[config.mk]
export PLATFORM = sky130hd
export DESIGN_NAME = mem_access_unit
export DESIGN_NICKNAME = d
export VERILOG_FILES = /design/src/rtl/mem_access_unit.sv
export SDC_FILE = /design/constraint.sdc
export NUM_CORES = 1
export LEC_CHECK = 0
export ABC_AREA = 1
export CAP_MARGIN = 10
export CORE_MARGIN = 2
export CORE_UTILIZATION = 40
export DETAILED_ROUTE_END_ITERATION = 12
export GPL_ROUTABILITY_DRIVEN = 1
export PLACE_DENSITY = 0.8
export SLEW_MARGIN = 30
export SYNTH_ARGS = -nofsm -noshare
export SYNTH_HDL_FRONTEND = slang
export SYNTH_SLANG_ARGS = --single-unit
[constraint.sdc]
create_clock -name clk -period 1.5 [get_ports clk]
set_input_delay 0.45 -clock clk [delete_from_list [all_inputs] [get_ports clk]]
set_output_delay 0.45 -clock clk [all_outputs]
set_load 0.1 [all_outputs]
[src/rtl/mem_access_unit.sv]
// Load/store engine: captures one access, runs an aligned bus transaction with byte enables
// and returns extended load data. Define MEM_SPLIT_MISALIGNED_EN to split misaligned accesses.
module mem_access_unit #(
  parameter int XLEN       = 32,
  parameter int ADDR_WIDTH = 32
) (
  input  logic                  clk,
  input  logic                  reset_n,
  input  logic                  req_valid,
  output logic                  req_ready,
  input  logic                  req_op,
  input  logic [1:0]            req_size,
  input  logic                  req_unsigned,
  input  logic [ADDR_WIDTH-1:0] req_addr,
  input  logic [XLEN-1:0]       req_wdata,
  output logic                  resp_valid,
  input  logic                  resp_ready,
  output logic [XLEN-1:0]       resp_rdata,
  output logic                  resp_err,
  output logic                  bus_req,
  input  logic                  bus_gnt,
  output logic                  bus_we,
  output logic [ADDR_WIDTH-1:0] bus_addr,
  output logic [XLEN/8-1:0]     bus_be,
  output logic [XLEN-1:0]       bus_wdata,
  input  logic                  bus_rvalid,
  input  logic [XLEN-1:0]       bus_rdata,
  input  logic                  bus_err
);

  localparam int NB  = XLEN / 8;
  localparam int OFS = $clog2(NB);

`ifdef MEM_SPLIT_MISALIGNED_EN
  localparam bit SPLIT_EN = 1'b1;
`else
  localparam bit SPLIT_EN = 1'b0;
`endif

  typedef enum logic [1:0] {S_IDLE, S_BUS, S_WAIT, S_RESP} state_e;

  state_e                state_q, state_d;
  logic                  op_q, op_d;
  logic [1:0]            size_q, size_d;
  logic                  unsigned_q, unsigned_d;
  logic [OFS-1:0]        off_q, off_d;
  logic                  need2_q, need2_d;
  logic                  beat_q, beat_d;
  logic [NB-1:0]         be_hi_q, be_hi_d;
  logic [XLEN-1:0]       wdata_hi_q, wdata_hi_d;
  logic [XLEN-1:0]       rdata_lo_q, rdata_lo_d;
  logic                  bus_we_q, bus_we_d;
  logic [ADDR_WIDTH-1:0] bus_addr_q, bus_addr_d;
  logic [NB-1:0]         bus_be_q, bus_be_d;
  logic [XLEN-1:0]       bus_wdata_q, bus_wdata_d;
  logic [XLEN-1:0]       resp_rdata_q, resp_rdata_d;
  logic                  resp_err_q, resp_err_d;

  // Request decode: lane masks and data are built double-width so the upper half
  // directly forms the second beat of a boundary-crossing access.
  logic [OFS-1:0]    req_off;
  logic [OFS-1:0]    align_mask;
  logic [2*NB-1:0]   be_base;
  logic [2*NB-1:0]   req_be_full;
  logic [2*XLEN-1:0] req_wdata_full;
  logic              req_size_bad;
  logic              req_misaligned;
  logic              req_bad;

  always_comb begin
    req_off = req_addr[OFS-1:0];
    be_base = '0;
    for (int i = 0; i < 2*NB; i++) begin
      be_base[i] = (i < (1 << req_size));
    end
    align_mask = '0;
    for (int i = 0; i < OFS; i++) begin
      align_mask[i] = (i < int'(req_size));
    end
    req_be_full    = be_base << req_off;
    req_wdata_full = {{XLEN{1'b0}}, req_wdata} << {req_off, 3'b000};
    req_size_bad   = (XLEN == 32) && (req_size == 2'd3);
    req_misaligned = |(req_off & align_mask);
    req_bad        = req_size_bad || (req_misaligned && !SPLIT_EN);
  end

  // Load path: beat 0 data sits in the low half, beat 1 (if any) in the high half.
  logic [2*XLEN-1:0] ld_merged;
  logic [XLEN-1:0]   ld_shifted;
  logic [XLEN-1:0]   ld_data;
  logic              ld_sign;
  int                ld_width;

  always_comb begin
    ld_merged  = beat_q ? {bus_rdata, rdata_lo_q} : {{XLEN{1'b0}}, bus_rdata};
    ld_shifted = XLEN'(ld_merged >> {off_q, 3'b000});
    ld_width   = 8 << size_q;
    case (size_q)
      2'd0:    ld_sign = ld_shifted[7];
      2'd1:    ld_sign = ld_shifted[15];
      2'd2:    ld_sign = ld_shifted[31];
      default: ld_sign = ld_shifted[XLEN-1];
    endcase
    ld_sign = ld_sign && !unsigned_q;
    ld_data = '0;
    for (int i = 0; i < XLEN; i++) begin
      ld_data[i] = (i < ld_width) ? ld_shifted[i] : ld_sign;
    end
  end

  always_ff @(posedge clk or negedge reset_n) begin
    if (!reset_n) begin
      state_q      <= S_IDLE;
      op_q         <= 1'b0;
      size_q       <= 2'd0;
      unsigned_q   <= 1'b0;
      off_q        <= '0;
      need2_q      <= 1'b0;
      beat_q       <= 1'b0;
      be_hi_q      <= '0;
      wdata_hi_q   <= '0;
      rdata_lo_q   <= '0;
      bus_we_q     <= 1'b0;
      bus_addr_q   <= '0;
      bus_be_q     <= '0;
      bus_wdata_q  <= '0;
      resp_rdata_q <= '0;
      resp_err_q   <= 1'b0;
    end else begin
      state_q      <= state_d;
      op_q         <= op_d;
      size_q       <= size_d;
      unsigned_q   <= unsigned_d;
      off_q        <= off_d;
      need2_q      <= need2_d;
      beat_q       <= beat_d;
      be_hi_q      <= be_hi_d;
      wdata_hi_q   <= wdata_hi_d;
      rdata_lo_q   <= rdata_lo_d;
      bus_we_q     <= bus_we_d;
      bus_addr_q   <= bus_addr_d;
      bus_be_q     <= bus_be_d;
      bus_wdata_q  <= bus_wdata_d;
      resp_rdata_q <= resp_rdata_d;
      resp_err_q   <= resp_err_d;
    end
  end

  always_comb begin
    state_d      = state_q;
    op_d         = op_q;
    size_d       = size_q;
    unsigned_d   = unsigned_q;
    off_d        = off_q;
    need2_d      = need2_q;
    beat_d       = beat_q;
    be_hi_d      = be_hi_q;
    wdata_hi_d   = wdata_hi_q;
    rdata_lo_d   = rdata_lo_q;
    bus_we_d     = bus_we_q;
    bus_addr_d   = bus_addr_q;
    bus_be_d     = bus_be_q;
    bus_wdata_d  = bus_wdata_q;
    resp_rdata_d = resp_rdata_q;
    resp_err_d   = resp_err_q;

    case (state_q)
      S_IDLE: begin
        if (req_valid) begin
          op_d       = req_op;
          size_d     = req_size;
          unsigned_d = req_unsigned;
          off_d      = req_off;
          beat_d     = 1'b0;
          if (req_bad) begin
            need2_d      = 1'b0;
            resp_err_d   = 1'b1;
            resp_rdata_d = '0;
            state_d      = S_RESP;
          end else begin
            bus_we_d    = !req_op;
            bus_addr_d  = {req_addr[ADDR_WIDTH-1:OFS], {OFS{1'b0}}};
            bus_be_d    = req_be_full[NB-1:0];
            bus_wdata_d = req_wdata_full[XLEN-1:0];
            be_hi_d     = req_be_full[2*NB-1:NB];
            wdata_hi_d  = req_wdata_full[2*XLEN-1:XLEN];
            // Only accesses that actually spill into the next word need a second beat.
            need2_d     = SPLIT_EN && (|req_be_full[2*NB-1:NB]);
            resp_err_d  = 1'b0;
            state_d     = S_BUS;
          end
        end
      end
      S_BUS: begin
        if (bus_gnt) begin
          state_d = S_WAIT;
        end
      end
      S_WAIT: begin
        if (bus_rvalid) begin
          if (bus_err) begin
            resp_err_d   = 1'b1;
            resp_rdata_d = '0;
            state_d      = S_RESP;
          end else if (need2_q && !beat_q) begin
            beat_d      = 1'b1;
            rdata_lo_d  = bus_rdata;
            bus_addr_d  = bus_addr_q + ADDR_WIDTH'(NB);
            bus_be_d    = be_hi_q;
            bus_wdata_d = wdata_hi_q;
            state_d     = S_BUS;
          end else begin
            resp_rdata_d = op_q ? ld_data : '0;
            resp_err_d   = 1'b0;
            state_d      = S_RESP;
          end
        end
      end
      S_RESP: begin
        if (resp_ready) begin
          resp_rdata_d = '0;
          resp_err_d   = 1'b0;
          state_d      = S_IDLE;
        end
      end
      default: state_d = S_IDLE;
    endcase
  end

  assign req_ready  = (state_q == S_IDLE);
  assign bus_req    = (state_q == S_BUS);
  assign resp_valid = (state_q == S_RESP);
  assign bus_we     = bus_we_q;
  assign bus_addr   = bus_addr_q;
  assign bus_be     = bus_be_q;
  assign bus_wdata  = bus_wdata_q;
  assign resp_rdata = resp_rdata_q;
  assign resp_err   = resp_err_q;

endmodule

## Word level (Yosys, flattened, before mapping)

Cells that the tools add are included.

- Input bits: 107
- Word-level logic and storage cells: 154
- Output and inout port bits: 105
- Register bits after elaboration: 111

- Reductions and logical operators: 16
- Mux-type cells: 64
- Bitwise operators: 3
- Shifts and indexed selects: 5
- $lt $le $gt $ge: 42
- Eq/ne operators: 12

Operator list:

| operator | count |
|---|---|
| $lt A6 B32 Y1 const A | 16 |
| $mux W32 | 12 |
| $lt A4 B32 Y1 const A | 8 |
| $lt A5 B32 Y1 const A | 8 |
| $lt A3 B32 Y1 const A | 4 |
| $pmux W32 S3 | 1 |
| $lt A1 B32 Y1 const A | 2 |
| $lt A2 B32 Y1 const A | 2 |
| $mux W64 | 1 |
| $shr A64 B5 Y32 | 1 |
| $mux W1 | 39 |
| $shl A1 B2 Y32 const A | 1 |
| $shl A32 B5 Y32 | 1 |
| $shl A4 B2 Y32 const A | 1 |
| $mux W4 | 3 |
| $mux W2 | 5 |
| $reduce_and A5 Y1 | 2 |
| $ne A2 B2 Y1 const B | 4 |
| $pmux W2 S4 | 1 |
| $reduce_and A4 Y1 | 2 |
| $shl A8 B2 Y4 | 1 |
| $eq A2 B2 Y1 const B | 3 |
| $ne A2 B1 Y1 const B | 3 |
| $reduce_and A6 Y1 | 1 |
| other kinds (15) | 20 |

## Logic depth before layout (Yosys ltp)

- Depth after elaboration: 9
- Mapped depth: 11
- Depth with buffers taken out: 9

## Least setup slack after synthesis

No wires, ideal clock.

- Kind: flip-flop to flip-flop
- Start point: register state_q[0]
- End point: register bus_be_q[1], in the netlist bus_be[1]
- Path slack: -0.803 ns
- Clock period less this slack: 2.303 ns
- Required time: 1.380 ns
- Arrival: 2.183 ns
- Stages on the path, launching flop included: 10
- Setup time: 0.120 ns
- Buffers on the path: 2
- Cells stage by stage: dfrtp_1 > inv_1 > ha_1 > nand3_2 > nor2_4 > inv_2 > buf_6 > buf_6 > nand2_1 > nand2_1

- Word-level cells in the longest chain between the ends: 3
- Elaborated cells between the ends (all ways): 9
- Classes of those cells: eq/ne (5); bitwise (1); reduce/logical (3)

Ends and longest elaborated chain:

| element | line | source |
|---|---|---|
| start: declaration | 42 | `state_e state_q, state_d;` |
| start signal: assignment | 130 | `state_q <= state_d;` |
| $logic_not A2 Y1 (*) | n/a |  |
| via req_ready | 10 | `output logic req_ready,` |
| $ne A2 B2 Y1 (no line) or $reduce_bool A2 Y1 (tied branches) | n/a |  |
| $reduce_and A6 Y1 (no line) (*) | n/a |  |
| end signal: assignment | 142 | `bus_be_q <= bus_be_d;` |
| end: declaration | 54 | `logic [NB-1:0] bus_be_q, bus_be_d;` |

The timed path passes the listed nets; every way through them passes the cells marked *.
A chain may end at the register's enable or synchronous reset.

## Worst setup path after layout

- Start point: register state_q[0]
- End point: register resp_rdata_q[21], in the netlist resp_rdata[21]

- Word-level cells in the longest chain between the ends: 3
- Elaborated cells between the ends (all ways): 10
- Classes of those cells: eq/ne (6); mux (1); reduce/logical (3)

Ends and longest elaborated chain:

| element | line | source |
|---|---|---|
| $eq A2 B2 Y1 or $logic_not A2 Y1 (tied branches) | 167 | `case (state_q)` |
| $ne A2 B2 Y1 (no line), or another cell as far along | n/a |  |
| $reduce_and A5 Y1 (no line) | n/a |  |
| end signal: assignment | 144 | `resp_rdata_q <= resp_rdata_d;` |
| end: declaration | 56 | `logic [XLEN-1:0] resp_rdata_q, resp_rdata_d;` |

Several ways; a longest one is shown, not always the timed one.

==> results_dict.tcl <==
set metrics [dict create \
    async_set_or_reset_flop_fraction_in_the_synthesized_netlist_pct 100 \
    gp_congestion 0.950 \
    overflow 0 \
    clock_path_buffers 2 \
    routed_wirelength_um 21600 \
    routed-via-count 6296 \
    critPathKind "reg2reg" \
    grt_util_all_layers_pct 30.0 \
    maximum_cell_stage_delay_along_the_critical_path_ns 0.43 \
    crit_top_cell "sky130_fd_sc_hd__buf_6" \
    hold_path.class "reg2reg" \
    worst_slack_ns -0.355 \
    final-instance-count-excl-fill 1179 \
    syn_avg_cell_area_um2 7.56 \
    die_area_um2 14600 \
    start_util_pct 41.1 \
    grt_antenna_before_repair 0 \
    post_synth_top_area_cell "sky130_fd_sc_hd__dfrtp_1" \
    synth_top_flop_cell "sky130_fd_sc_hd__dfrtp_1" \
    synth_seq_area_share_pct 49.5 \
    cap_violations 0 \
    skew_ns 0.00824 \
    met3_usage_pct 7.75 \
    final_report_setup_violation_count 102 \
    cts.reportedPaths.clkPinSlew_ns 0.08 \
    yosys-top-cells-count "312 x sky130_fd_sc_hd__nand2_1, 108 x sky130_fd_sc_hd__dfrtp_1, 68 x sky130_fd_sc_hd__o21ai_0" \
    critical_path.max_fanout 8 \
    tritoncts "yes" \
    synth.top_cell.area_share_pct 49.5 \
    global_route_wire_length_before_repair_um 33900 \
    report.final.hold_viol_count 0 \
    report.final.slew_viol_count 0 \
    root_buffer_cell "sky130_fd_sc_hd__clkbuf_16" \
    maximum_clock_frequency_ghz 0.539 \
    core_area_um2 13300 \
    drt_drc_violations_left 0 \
    worst_setup_sp_type "flop" \
    grt_util_met1_pct 35.1 \
    violations_in_the_final_reports "setup timing" \
    netlist_area_before_placement_um2 5460 \
    dieWidth_um 121 \
    insertion_delay_ns 0.37 \
    critical_path.endpoint_type "flop" \
    numPlacedInstances 1130 \
    clkSinkCount 108 \
    synth.ff_latch_count 108 \
    yosys.cell_types.count 29 \
    die_h_um 121 \
    leakage_power_figure_nw 5.04 \
    antenna_cells 0 \
    yosysWarnings 0 \
    grt_pass1_vias 6431 \
    cp.required_ns 1.80 \
    final_period_minus_worst_setup_slack_ns 1.86 \
    ctsHtreeMaxLevel 3 \
    detailedRoute.firstIterationViolations 704 \
    worst_path_max_delay_cell "sky130_fd_sc_hd__dfrtp_2" \
    post_synthesis_cell_count 723 \
    critical_path_arrival_ns 2.16 \
    dp_hpwl_um 13600 \
    final_min_period_over_clock_period_pct 124 \
    pin_count 212 \
    grt_busiest_layer "met2" \
    post-synth-top-count-cell "sky130_fd_sc_hd__nand2_1" \
    route.detailed.wl_per_inst_um 18.3 \
    grt_start_max_net_pins 34 \
    port_buffers 209 \
    number_of_detailed_route_iterations_in_the_first_pass 5 \
    detailedPlace.worstSlack_ns -0.607 \
    cts_buffers 9 \
    synth-edff-count 0 \
    power-per-cell-area_nw_per_um2 2610 \
    layout-area-overhead-vs-synth_pct 90.4 \
    status "finished with violations" \
    rsz0062_at_grt "true" \
    num-nets-final 1109 \
    met2_use_gr_pct 52.1 \
    drt-vias-per-instance 5.34 \
    ant_nets 0 \
    rows 42 \
    drive_gt1_share_pct 27.8 \
    synth.area.top_cells "sky130_fd_sc_hd__dfrtp_1 49%, sky130_fd_sc_hd__nand2_1 21%, sky130_fd_sc_hd__o21ai_0 6.2%" \
    ir_drop_mv 2.05 \
    crit_path_cell_trace "inv_2 > ha_4 > buf_6 > nand2_2 > o21ai_2 > nor2_2 > buf_4 > nand3b_1 > buf_6 > buf_6 > nor2_2 > nand2_1 > nand2_1" \
]
==> area by class of cell <==
cell class | count | area, um^2
timing repair buffer | 307 | 4410
fill | 787 | 2890
sequential | 108 | 2700
multi-input combinational | 534 | 2600
clock buffer | 11 | 253
tap | 176 | 220
inverter | 38 | 155
clock inverter | 5 | 66.3
==> through the flow <==
| stage | utilization (%) | setup TNS [ns] | power (mW) | cell area, um^2 | hold slack (ns) |
|---|---|---|---|---|---|
| floorplan | - | -13.75 | 15.8 | 5580 | 0.154 |
| global placement | 69.2 | -44.91 | 22.8 | 9200 | 0.385 |
| detailed placement | 69.2 | -50.80 | 23.1 | 9200 | 0.390 |
| CTS | 77.0 | -24.56 | 26.8 | 10200 | 0.0106 |
| global route | 78.3 | -35.59 | 28.2 | 10400 | 0.551 |
| finish | 78.3 | -28.08 | 27.2 | 10400 | 0.535 |
==> kinds of logic (layout without fill, tap and decap cells) <==
group / Yosys count / after routing / share of synthesized area [%]
simple gates: 406 / 406 / 29.5
mux: 7 / 7 / 1.33
flops: 108 / 108 / 49.5
buf+inv: 82 / 361 / 7.67
other cells: 1 / 2 / 0.0686
fa+ha+maj: 4 / 4 / 0.916
compound gates: 115 / 115 / 11.1
==> per-layer routing <==
metal  wire length (um)  share of wire [%]  vias to the layer above
li1                   -                  -                     2855
met1               7740                 36                     2978
met2              10900                 50                      398
met3               2140                9.9                       65
met4                833                3.9                        0
met5                  0                  0                        -
==> flip-flops by register name, indices dropped and copies added, names as in the netlist <==
signal / cells
off_q: 2
bus_wdata: 32
size_q: 2
bus_be: 4
op_q: 1
bus_addr: 30
state_q: 2
unsigned_q: 1
resp_rdata: 32
resp_err: 1
bus_we: 1
==> worst max-delay path, delay by kind of cell (launching register included) <==
family	cells	cell delay, ns
buffers and inverters	5	0.63
AND/OR/NAND/NOR	6	0.50
flip-flops	1	0.43
adder cells (fa/ha/maj)	1	0.19
AO/OA/AOI/OAI	1	0.06
==> report_power, final <==
group          switching, mW  total (mW)  internal, mW
clock                   1.18        2.59          1.41
combinational           12.1        19.2          7.03
sequential              1.38        5.44          4.06
total                   14.7        27.2          12.5
==> placed cells by master, fill, tap and decap left out, drive strengths merged <==
master / Yosys / layout
nand2: 317 / 317
buf: 36 / 196
dfrtp: 108 / 108
clkdlybuf4s50: 0 / 104
o21ai: 69 / 69
nor2: 47 / 47
nand3: 40 / 40
inv: 37 / 40
a21oi: 31 / 31
clkbuf: 8 / 11
o211ai: 8 / 8
mux2i: 5 / 5
o22ai: 5 / 5
bufbuf: 0 / 5
ha: 4 / 4
mux2: 2 / 2
conb: 1 / 2
clkinv: 1 / 1
nand3b: 1 / 1
a21boi: 1 / 1
nand4: 1 / 1
a31oi: 1 / 1
bufinv: 0 / 1
clkinvlp: 0 / 1
dlygate4sd3: 0 / 1
dlygate4sd2: 0 / 1
==> final timing paths <==
kind                                   start             end  slack (ns)  cells after the start
worst max-delay path              state_q[0]  resp_rdata[21]       -0.36                     13
worst min-delay path            bus_addr[30]    bus_addr[30]        0.53                      2
worst max register to register    state_q[0]  resp_rdata[21]       -0.36                     13
worst min register to register  bus_addr[30]    bus_addr[30]        0.53                      2
max in group asynchronous            reset_n  resp_rdata[11]        0.40                      3
min in group asynchronous            reset_n  resp_rdata[24]        0.54                      2
==> repair_timing <==
action,4_1_cts,5_1_grt
pin swaps,7,10
setup endpoints to repair,103,107
setup buffers,15,3
gates cloned,13,2
gates resized for setup,70,36
hold endpoints to repair,0,3
hold buffers,0,1
Note: power is estimated with default switching activity, not from simulation.
